### config.mk
export PLATFORM = sky130hd
export DESIGN_NAME = cp_insert_ctrl
export DESIGN_NICKNAME = d
export VERILOG_FILES = /design/src/rtl/cp_pkg.sv /design/src/rtl/cp_bank_flags.sv /design/src/rtl/cp_insert_ctrl.sv
export SDC_FILE = /design/constraint.sdc
export NUM_CORES = 1
export LEC_CHECK = 0
export BUFFER_PORTS_ARGS = -buffer_cell sky130_fd_sc_hd__buf_2
export CAP_MARGIN = 10
export CORE_UTILIZATION = 50
export DETAILED_ROUTE_END_ITERATION = 8
export PLACE_DENSITY = 0.72
export SLEW_MARGIN = 30
export SYNTH_ARGS = -nofsm -noshare
export SYNTH_HDL_FRONTEND = slang
export SYNTH_SLANG_ARGS = --single-unit
### constraint.sdc
create_clock -name CLK_I -period 2.2 [get_ports CLK_I]
set_input_delay 0.22 -clock CLK_I [delete_from_list [all_inputs] [get_ports CLK_I]]
set_output_delay 0.22 -clock CLK_I [all_outputs]
set_load 0.005 [all_outputs]
### src/rtl/cp_pkg.sv
// rtl/cp_pkg.sv - shared parameters, reader states and bank address helper for cp_insert_ctrl
package cp_pkg;

  localparam int NFFT_D = 48;
  localparam int LCP_D  = 16;
  localparam int AW_D   = 6;

  typedef enum logic [1:0] {
    IDLE = 2'd0,
    CP   = 2'd1,
    BODY = 2'd2
  } rd_state_t;

  // Pack {bank, addr} into the low aw+1 bits; caller casts to its own width
  function automatic logic [31:0] bank_addr(input logic bank, input logic [31:0] addr, input int aw);
    return (32'(bank) << aw) | addr;
  endfunction

endpackage

### src/rtl/cp_bank_flags.sv
// rtl/cp_bank_flags.sv - full flags of the two symbol banks with writer set and reader clear
module cp_bank_flags (
  input  logic CLK_I,
  input  logic RST_I,
  input  logic set_en,
  input  logic set_bank,
  input  logic clr_en,
  input  logic clr_bank,
  input  logic wr_bank,
  input  logic rd_bank,
  output logic wr_rdy,
  output logic rd_avail,
  output logic oth_avail
);

  logic [1:0] full;
  logic [1:0] set_mask;
  logic [1:0] clr_mask;

  assign set_mask = set_en ? (set_bank ? 2'b10 : 2'b01) : 2'b00;
  assign clr_mask = clr_en ? (clr_bank ? 2'b10 : 2'b01) : 2'b00;

  // Writer fills and reader drains opposite banks, so a set and a clear in one cycle both land
  always_ff @(posedge CLK_I or posedge RST_I) begin
    if (RST_I) begin
      full <= 2'b00;
    end else begin
      full <= (full & ~clr_mask) | set_mask;
    end
  end

  assign wr_rdy    = ~full[wr_bank];
  assign rd_avail  = full[rd_bank];
  assign oth_avail = full[~rd_bank];

endmodule

### src/rtl/cp_insert_ctrl.sv
// rtl/cp_insert_ctrl.sv - two-bank cyclic-prefix insertion sequencer; CP_INSERT_RUNTIME_LCP_EN adds CP_LEN_I
module cp_insert_ctrl
  import cp_pkg::*;
#(
  parameter int NFFT = NFFT_D,
  parameter int LCP  = LCP_D,
  parameter int AW   = AW_D
) (
  input  logic          CLK_I,
  input  logic          RST_I,
  input  logic          ACK_I,
  output logic          RDY_O,
  output logic          WE_O,
  output logic [AW:0]   WA_O,
  input  logic          TICK_I,
`ifdef CP_INSERT_RUNTIME_LCP_EN
  input  logic [AW:0]   CP_LEN_I,
`endif
  output logic          RE_O,
  output logic [AW:0]   RA_O,
  output logic          VALID_O,
  output logic          SOF_O,
  output logic          EOF_O,
  output logic          UNDERRUN_O,
  output logic [15:0]   SYM_CNT_O
);

  localparam logic [AW:0] NFFT_W = (AW+1)'(NFFT);
  localparam logic [AW:0] LAST_W = (AW+1)'(NFFT - 1);
  localparam logic [AW:0] ONE_W  = (AW+1)'(1);

  logic          wr_bank;
  logic [AW-1:0] wr_ptr;
  logic          set_en;
  logic          rd_bank;
  logic          rd_avail;
  logic          oth_avail;
  rd_state_t     state, state_n;
  logic [AW:0]   cnt, cnt_n;
  logic [AW:0]   rd_addr;
  logic [AW:0]   ra_n;
  logic          re_n, sof_n, eof_n, und_n, sym_done;
  logic          sof_q, eof_q;
  logic [AW:0]   lcp_cur, lcp_start;

  cp_bank_flags u_flags (
    .CLK_I     (CLK_I),
    .RST_I     (RST_I),
    .set_en    (set_en),
    .set_bank  (wr_bank),
    .clr_en    (sym_done),
    .clr_bank  (rd_bank),
    .wr_bank   (wr_bank),
    .rd_bank   (rd_bank),
    .wr_rdy    (RDY_O),
    .rd_avail  (rd_avail),
    .oth_avail (oth_avail)
  );

  assign WE_O   = ACK_I & RDY_O;
  assign set_en = WE_O && ({1'b0, wr_ptr} == LAST_W);
  assign WA_O   = (AW+1)'(bank_addr(wr_bank, 32'(wr_ptr), AW));
  assign ra_n   = (AW+1)'(bank_addr(rd_bank, 32'(rd_addr), AW));

`ifdef CP_INSERT_RUNTIME_LCP_EN
  assign lcp_start = (CP_LEN_I > NFFT_W) ? NFFT_W : CP_LEN_I;

  // Capture the prefix length as each symbol starts so it stays fixed for that symbol
  always_ff @(posedge CLK_I or posedge RST_I) begin
    if (RST_I) begin
      lcp_cur <= (AW+1)'(LCP);
    end else if (TICK_I && (((state == IDLE) && rd_avail) ||
                            ((state == BODY) && (cnt == LAST_W) && oth_avail))) begin
      lcp_cur <= lcp_start;
    end
  end
`else
  assign lcp_start = (AW+1)'(LCP);
  assign lcp_cur   = (AW+1)'(LCP);
`endif

  // Writer pointer walks a bank, then hands it to the reader and moves to the other bank
  always_ff @(posedge CLK_I or posedge RST_I) begin
    if (RST_I) begin
      wr_bank <= 1'b0;
      wr_ptr  <= '0;
    end else if (WE_O) begin
      if (set_en) begin
        wr_ptr  <= '0;
        wr_bank <= ~wr_bank;
      end else begin
        wr_ptr <= wr_ptr + AW'(1);
      end
    end
  end

  // Reader next state: one read per tick, prefix tail then full body; chain symbols when the next bank is ready
  always_comb begin
    state_n  = state;
    cnt_n    = cnt;
    rd_addr  = '0;
    re_n     = 1'b0;
    sof_n    = 1'b0;
    eof_n    = 1'b0;
    und_n    = 1'b0;
    sym_done = 1'b0;
    if (TICK_I) begin
      case (state)
        IDLE: begin
          if (rd_avail) begin
            re_n  = 1'b1;
            sof_n = 1'b1;
            if (lcp_start == '0) begin
              rd_addr = '0;
              cnt_n   = ONE_W;
              state_n = BODY;
            end else begin
              rd_addr = NFFT_W - lcp_start;
              if (lcp_start == ONE_W) begin
                cnt_n   = '0;
                state_n = BODY;
              end else begin
                cnt_n   = ONE_W;
                state_n = CP;
              end
            end
          end else begin
            und_n = 1'b1;
          end
        end
        CP: begin
          re_n    = 1'b1;
          sof_n   = (cnt == '0);
          rd_addr = NFFT_W - lcp_cur + cnt;
          if (cnt + ONE_W == lcp_cur) begin
            cnt_n   = '0;
            state_n = BODY;
          end else begin
            cnt_n = cnt + ONE_W;
          end
        end
        BODY: begin
          re_n    = 1'b1;
          sof_n   = (cnt == '0) && (lcp_cur == '0);
          rd_addr = cnt;
          if (cnt == LAST_W) begin
            eof_n    = 1'b1;
            sym_done = 1'b1;
            cnt_n    = '0;
            if (oth_avail) begin
              state_n = (lcp_start == '0) ? BODY : CP;
            end else begin
              state_n = IDLE;
            end
          end else begin
            cnt_n = cnt + ONE_W;
          end
        end
        default: begin
          state_n = IDLE;
          cnt_n   = '0;
        end
      endcase
    end
  end

  // Reader registers: read strobe/address, framing pipeline aligned to 1-cycle RAM latency, counters
  always_ff @(posedge CLK_I or posedge RST_I) begin
    if (RST_I) begin
      state      <= IDLE;
      cnt        <= '0;
      rd_bank    <= 1'b0;
      RE_O       <= 1'b0;
      RA_O       <= '0;
      sof_q      <= 1'b0;
      eof_q      <= 1'b0;
      VALID_O    <= 1'b0;
      SOF_O      <= 1'b0;
      EOF_O      <= 1'b0;
      UNDERRUN_O <= 1'b0;
      SYM_CNT_O  <= '0;
    end else begin
      state      <= state_n;
      cnt        <= cnt_n;
      RE_O       <= re_n;
      if (re_n) begin
        RA_O <= ra_n;
      end
      sof_q      <= sof_n;
      eof_q      <= eof_n;
      VALID_O    <= RE_O;
      SOF_O      <= sof_q;
      EOF_O      <= eof_q;
      UNDERRUN_O <= und_n;
      if (sym_done) begin
        rd_bank   <= ~rd_bank;
        SYM_CNT_O <= SYM_CNT_O + 16'd1;
      end
    end
  end

endmodule

== Yosys cells after proc, flatten, opt, wreduce, memory -nomap -nowiden ==
Index checks and enable logic that the tools add are counted.

* $add $sub $neg: 4
* Magnitude comparators: 3
* Eq/ne operators: 8
* Multiplexer cells: 34
* Bitwise operators: 9
* Reduce and logical (&&, ||, !) cells: 7

{| class="wikitable"
|+ Operators with widths
! kind !! count
|-
| $pmux 7 s3 || 2
|-
| $mux 7 || 4
|-
| $add 16x1->16 const B || 1
|-
| $mux 1 || 16
|-
| $mux 2 || 7
|-
| $mux 6 || 2
|-
| $add 6x7->7 const A || 1
|-
| $add 7x1->7 const B || 1
|-
| $eq 7x5->1 const B || 1
|-
| $eq 7x6->1 const B || 1
|-
| $logic_not 7->1 || 1
|-
| $or 7x6->7 || 1
|-
| $or 7x7->7 || 1
|-
| $add 6x1->6 const B || 1
|-
| $eq 6x6->1 const B || 1
|-
| $lt 1x2->1 const B || 3
|-
| $ne 2x2->1 const B || 3
|-
| $pmux 2 s3 || 1
|-
| $pmux 1 s2 || 2
|-
| $reduce_and 2->1 || 2
|-
| $reduce_and 4->1 || 1
|-
| $not 1->1 || 3
|-
| $and 2x2->2 || 1
|-
| $eq 2x1->1 const B || 1
|-
| other kinds (7) || 7
|}

* Register bits: 49
* Input bits: 4
* Output and inout port bits: 37
* Logic and storage cells: 80

== Longest topological paths before layout ==
* Word-level depth: 8
* Depth in mapped cells: 8
* Depth with buffers taken out: 7

== By module ==
Synthesis repeated with hierarchy kept, for this count alone.

* Cell total of the unflattened synthesis: 233
* Area, all modules: 2,367.3 µm²

{| class="wikitable"
|+ By module, submodules not included
! module !! times used !! cells each !! area an instance (µm²) !! sequential area each (µm²)
|-
| cp_insert_ctrl || 1 || 220 || 2,247.2 || 1,176.1
|-
| cp_bank_flags || 1 || 13 || 120.1 || 50.0
|}

== Worst setup path after synthesis ==
OpenSTA, ideal clock, no wires.

* Kind: flip-flop to flip-flop
* From: register cnt[0]
* To: register SYM_CNT_O[15]
* Setup time: 0.123 ns
* Data arrival time: 1.689 ns
* Required time: 2.077 ns
* Setup slack: 0.388 ns
* Cell stages (with the launch flop): 8
* Buffers on the path: 1
* Period minus slack after synthesis: 1.812 ns
* Cells stage by stage: dfrtp_1 -> ha_1 -> nand3_1 -> nor4_2 -> and4_1 -> buf_6 -> nand4_4 -> xnor2_2

* Cells in the longest elaborated chain, start to end: 4

{| class="wikitable"
|+ RTL lines
! element !! line !! text
|-
| start: declaration || cp_insert_ctrl.sv:39 || <nowiki>logic [AW:0] cnt, cnt_n;</nowiki>
|-
| start signal: assignment || cp_insert_ctrl.sv:184 || <nowiki>cnt <= cnt_n;</nowiki>
|-
| $eq 7x6->1 || cp_insert_ctrl.sv:146 || <nowiki>if (cnt == LAST_W) begin</nowiki>
|-
| $mux 1 || cp_insert_ctrl.sv:146 ||
|-
| $mux 1 || cp_insert_ctrl.sv:108 || <nowiki>case (state)</nowiki>
|-
| $mux 1 || cp_insert_ctrl.sv:107 || <nowiki>if (TICK_I) begin</nowiki>
|-
| end signal: assignment || cp_insert_ctrl.sv:197 || <nowiki>SYM_CNT_O <= SYM_CNT_O + 16'd1;</nowiki>
|-
| end: declaration || cp_insert_ctrl.sv:25 || <nowiki>output logic [15:0] SYM_CNT_O</nowiki>
|}

Every way passes these cells.
A chain may end at the register's enable or synchronous reset.

== Final worst setup path ==
* From: register cnt[4]
* To: register SYM_CNT_O[15]

The elaborated chain is that of the path after synthesis.

==> flow_metrics.py <==
metrics = {
    "critical_path": {
        "startpoint_type": "flip-flop",
        "critPathKind": "reg2reg",
        "cp_max_fo": 7,
        "worst-endpoint-arrival_ns": 2.21,
        "required_ns": 2.39,
        "worstSetupEndpointType": "flip-flop",
    },
    "route": {
        "ant_nets": 0,
        "routed_wl_mm": 4.67,
        "via_count": 1746,
        "wl_per_cell_um": 14.5,
        "drc_errors": 7,
        "drtIter0Drc": 103,
        "dr.pass1.iters": 8,
        "viasPerCell": 5.44,
    },
    "synthesis": {
        "synth_nets": 229,
        "synth.distinct_cells": 48,
        "synth_flop_cell": "dfrtp_1",
        "ys_seq_elements": 49,
        "synth_edf_count": 0,
        "ys_seq_area_share_pct": 51.5,
        "syn_inst": 217,
        "synthArstFlopShare_pct": 100,
        "synth_top_cell_by_area": "dfrtp_1",
        "synth_top_cell_area_share_pct": 51.5,
        "syn-cell-area_mm2": 0.00238,
        "syn_avg_cell_area_um2": 11.0,
        "netlist_top_cells_area": "dfrtp_1 (51%), xnor2_1 (5.1%), nand2_1 (4.6%), ha_1 (4.2%), mux2_2 (2.4%)",
        "synth_warnings": 0,
    },
    "placed_design": {
        "portBuffers": 40,
        "gp_congestion": 1.00,
        "dp_hpwl_mm": 3.40,
    },
    "sta": {
        "min_period_ns": 2.02,
        "fin_crit_sh_pct": 91.8,
        "max_slew.worst_pin.slew_ns": 0.472,
        "fin_skew_ns": 0.0105,
        "timing.fmax_ghz": 0.495,
        "slew_violations": 0,
        "rsz0062_at_grt": "no",
        "setup_viol": 0,
        "setup_tns_ns": 0,
        "hold_violations": 0,
        "slew_headroom_pct": 68.4,
    },
    "power": {
        "p_leak_nw": 1.42,
        "power.density_mw_per_mm2": 970,
        "peakVddDrop_v": 0.000595,
    },
    "floorplan": {
        "num_rows": 24,
        "fp.dieArea_mm2": 0.00504,
        "die_w_um": 71.0,
        "die_h_um": 71.0,
        "io_pins": 41,
        "core_mm2": 0.00447,
        "start_util_pct": 53.2,
    },
    "global_route": {
        "overflow": 0,
        "grt_pass1_vias": 1667,
        "grt_first_pass_wirelength_mm": 7.91,
        "grt_util_all_layers_pct": 20.5,
        "grt_start_max_net_pins": 36,
        "grt_antenna_before_repair": 0,
    },
    "finish": {
        "area_growth_pct": 17.9,
        "drive_gt1_share_pct": 27.9,
        "final_common_cell": "dfrtp_1",
        "fin_nets": 281,
        "nFillCells": 382,
        "final-seq-area_mm2": 0.00123,
        "antennaDiodeCount": 0,
        "layout.cells.most_common_list": "dfrtp_1 (49), buf_2 (40), nand2_1 (29)",
        "multi_input_area_mm2": 0.00107,
        "fin_util_pct": 62.8,
    },
    "cts": {
        "cts-buffers-inserted": 5,
        "cts_sinks": 49,
        "cts_max_path_buffers": 2,
        "cts.clk_slew.worst_paths_ns": 0.09,
        "cts_tree": "built",
        "cts_resized": 0,
        "cts_setup_buffers": 0,
        "clk_latency_ns": 0.30,
        "h-tree-depth": 2,
        "root_buffer": "clkbuf_8",
    },
    "outcome": {
        "violations": "DRC",
        "outcome": "finished, violations left",
    },
    "hold_path": {
        "hp-class": "in2reg",
    },
    "flow_run": {
        "maxCapViolCount": 0,
    },
}
-- critical path, stage by stage (launching register included) --
cell     delay (ns)
dfrtp_1        0.46
or3b_4         0.45
nor4_2         0.26
and4_1         0.45
nand4_4        0.15
xnor2_2        0.14
-- cell usage after synthesis (all sizes together) (2+ instances only) --
| cell type | n |
|---|---|
| a21o | 4 |
| a21oi | 4 |
| a22o | 5 |
| a31oi | 2 |
| and3 | 3 |
| and4 | 3 |
| buf | 4 |
| clkbuf | 3 |
| dfrtp | 49 |
| ha | 8 |
| inv | 10 |
| mux2 | 5 |
| mux2i | 3 |
| nand2 | 29 |
| nand2b | 5 |
| nand3 | 8 |
| nand4 | 6 |
| nor2 | 6 |
| nor2b | 3 |
| nor3 | 5 |
| nor3b | 2 |
| nor4 | 3 |
| o21ai | 9 |
| o31ai | 4 |
| o41ai | 2 |
| or2 | 2 |
| xnor2 | 15 |
| xor2 | 5 |
-- cells by family (layout without fill, tap and decap cells) --
family	count (synthesis)	after routing	share of synthesized area, %
xor+xnor	20	20	7.67
simple gates	80	80	19.3
fa+ha+maj	8	8	4.20
mux	8	8	3.63
compound gates	35	35	10.1
buf+inv	17	69	3.57
flops	49	49	51.5
-- state kept, by name, summed over array words and instances, names as in the netlist, 2 cells and up --
| name | flops |
|---|---|
| cnt | 7 |
| RA_O | 7 |
| u_flags.full | 2 |
| wr_ptr | 6 |
| state | 2 |
| SYM_CNT_O | 16 |
-- timing repair --
action	4_1_cts	5_1_grt
endpoints found under the hold margin	14	0
endpoints found under the setup margin	0	0
hold buffers	1	0
-- stage by stage --
stage          setup slack [ns]  total power (W)  instance area [µm²]  hold WS (ns)  cells
6_report                  0.181          0.00272                 2810         0.228    321
5_1_grt                  0.0301          0.00291                 2810         0.237    321
4_1_cts                   0.183          0.00274                 2810         0.203    321
3_5_place_dp              0.204          0.00212                 2690         0.211    313
3_3_place_gp              0.209          0.00210                 2690         0.207    313
2_1_floorplan             0.388          0.00179                 2380         0.331    217
-- final timing paths --
kind	start	end	slack [ns]	cells after the start
setup / recovery	cnt[4]$_DFFE_PP0P_	SYM_CNT_O[15]$_DFFE_PP0N_	0.18	5
hold / removal	TICK_I	UNDERRUN_O$_DFF_PP0_	0.23	3
setup reg to reg	cnt[4]$_DFFE_PP0P_	SYM_CNT_O[15]$_DFFE_PP0N_	0.18	5
hold reg to reg	eof_q$_DFF_PP0_	EOF_O$_DFF_PP0_	0.35	0
max in group asynchronous	RST_I	SYM_CNT_O[6]$_DFFE_PP0N_	1.26	4
min in group asynchronous	RST_I	state[1]$_DFFE_PP0P_	0.44	3
-- layer usage --
layer	wire length (µm)	global-route usage [%]	vias up	part of all wire [%]
met2	2040	30.8	42	44
met5	0	0	-	0
li1	-	-	860	-
met1	2370	29.3	836	51
met4	101	10.0	0	2.2
met3	156	2.99	8	3.3
-- power breakdown --
group	switching (W)	internal (W)
clock	0.000290	0.000331
sequential	0.000176	0.00108
combinational	0.000445	0.000408
-- cell type report --
| class | count | area share [%] |
|---|---|---|
| clock buffer | 5 | 2.45 |
| clock inverter | 2 | 1.25 |
| inverter | 10 | 1.34 |
| multi-input combinational | 151 | 38.1 |
| sequential | 49 | 43.7 |
| tap | 52 | 2.32 |
| timing repair buffer | 52 | 10.9 |
No activity file was read; power rests on OpenSTA's default activity.
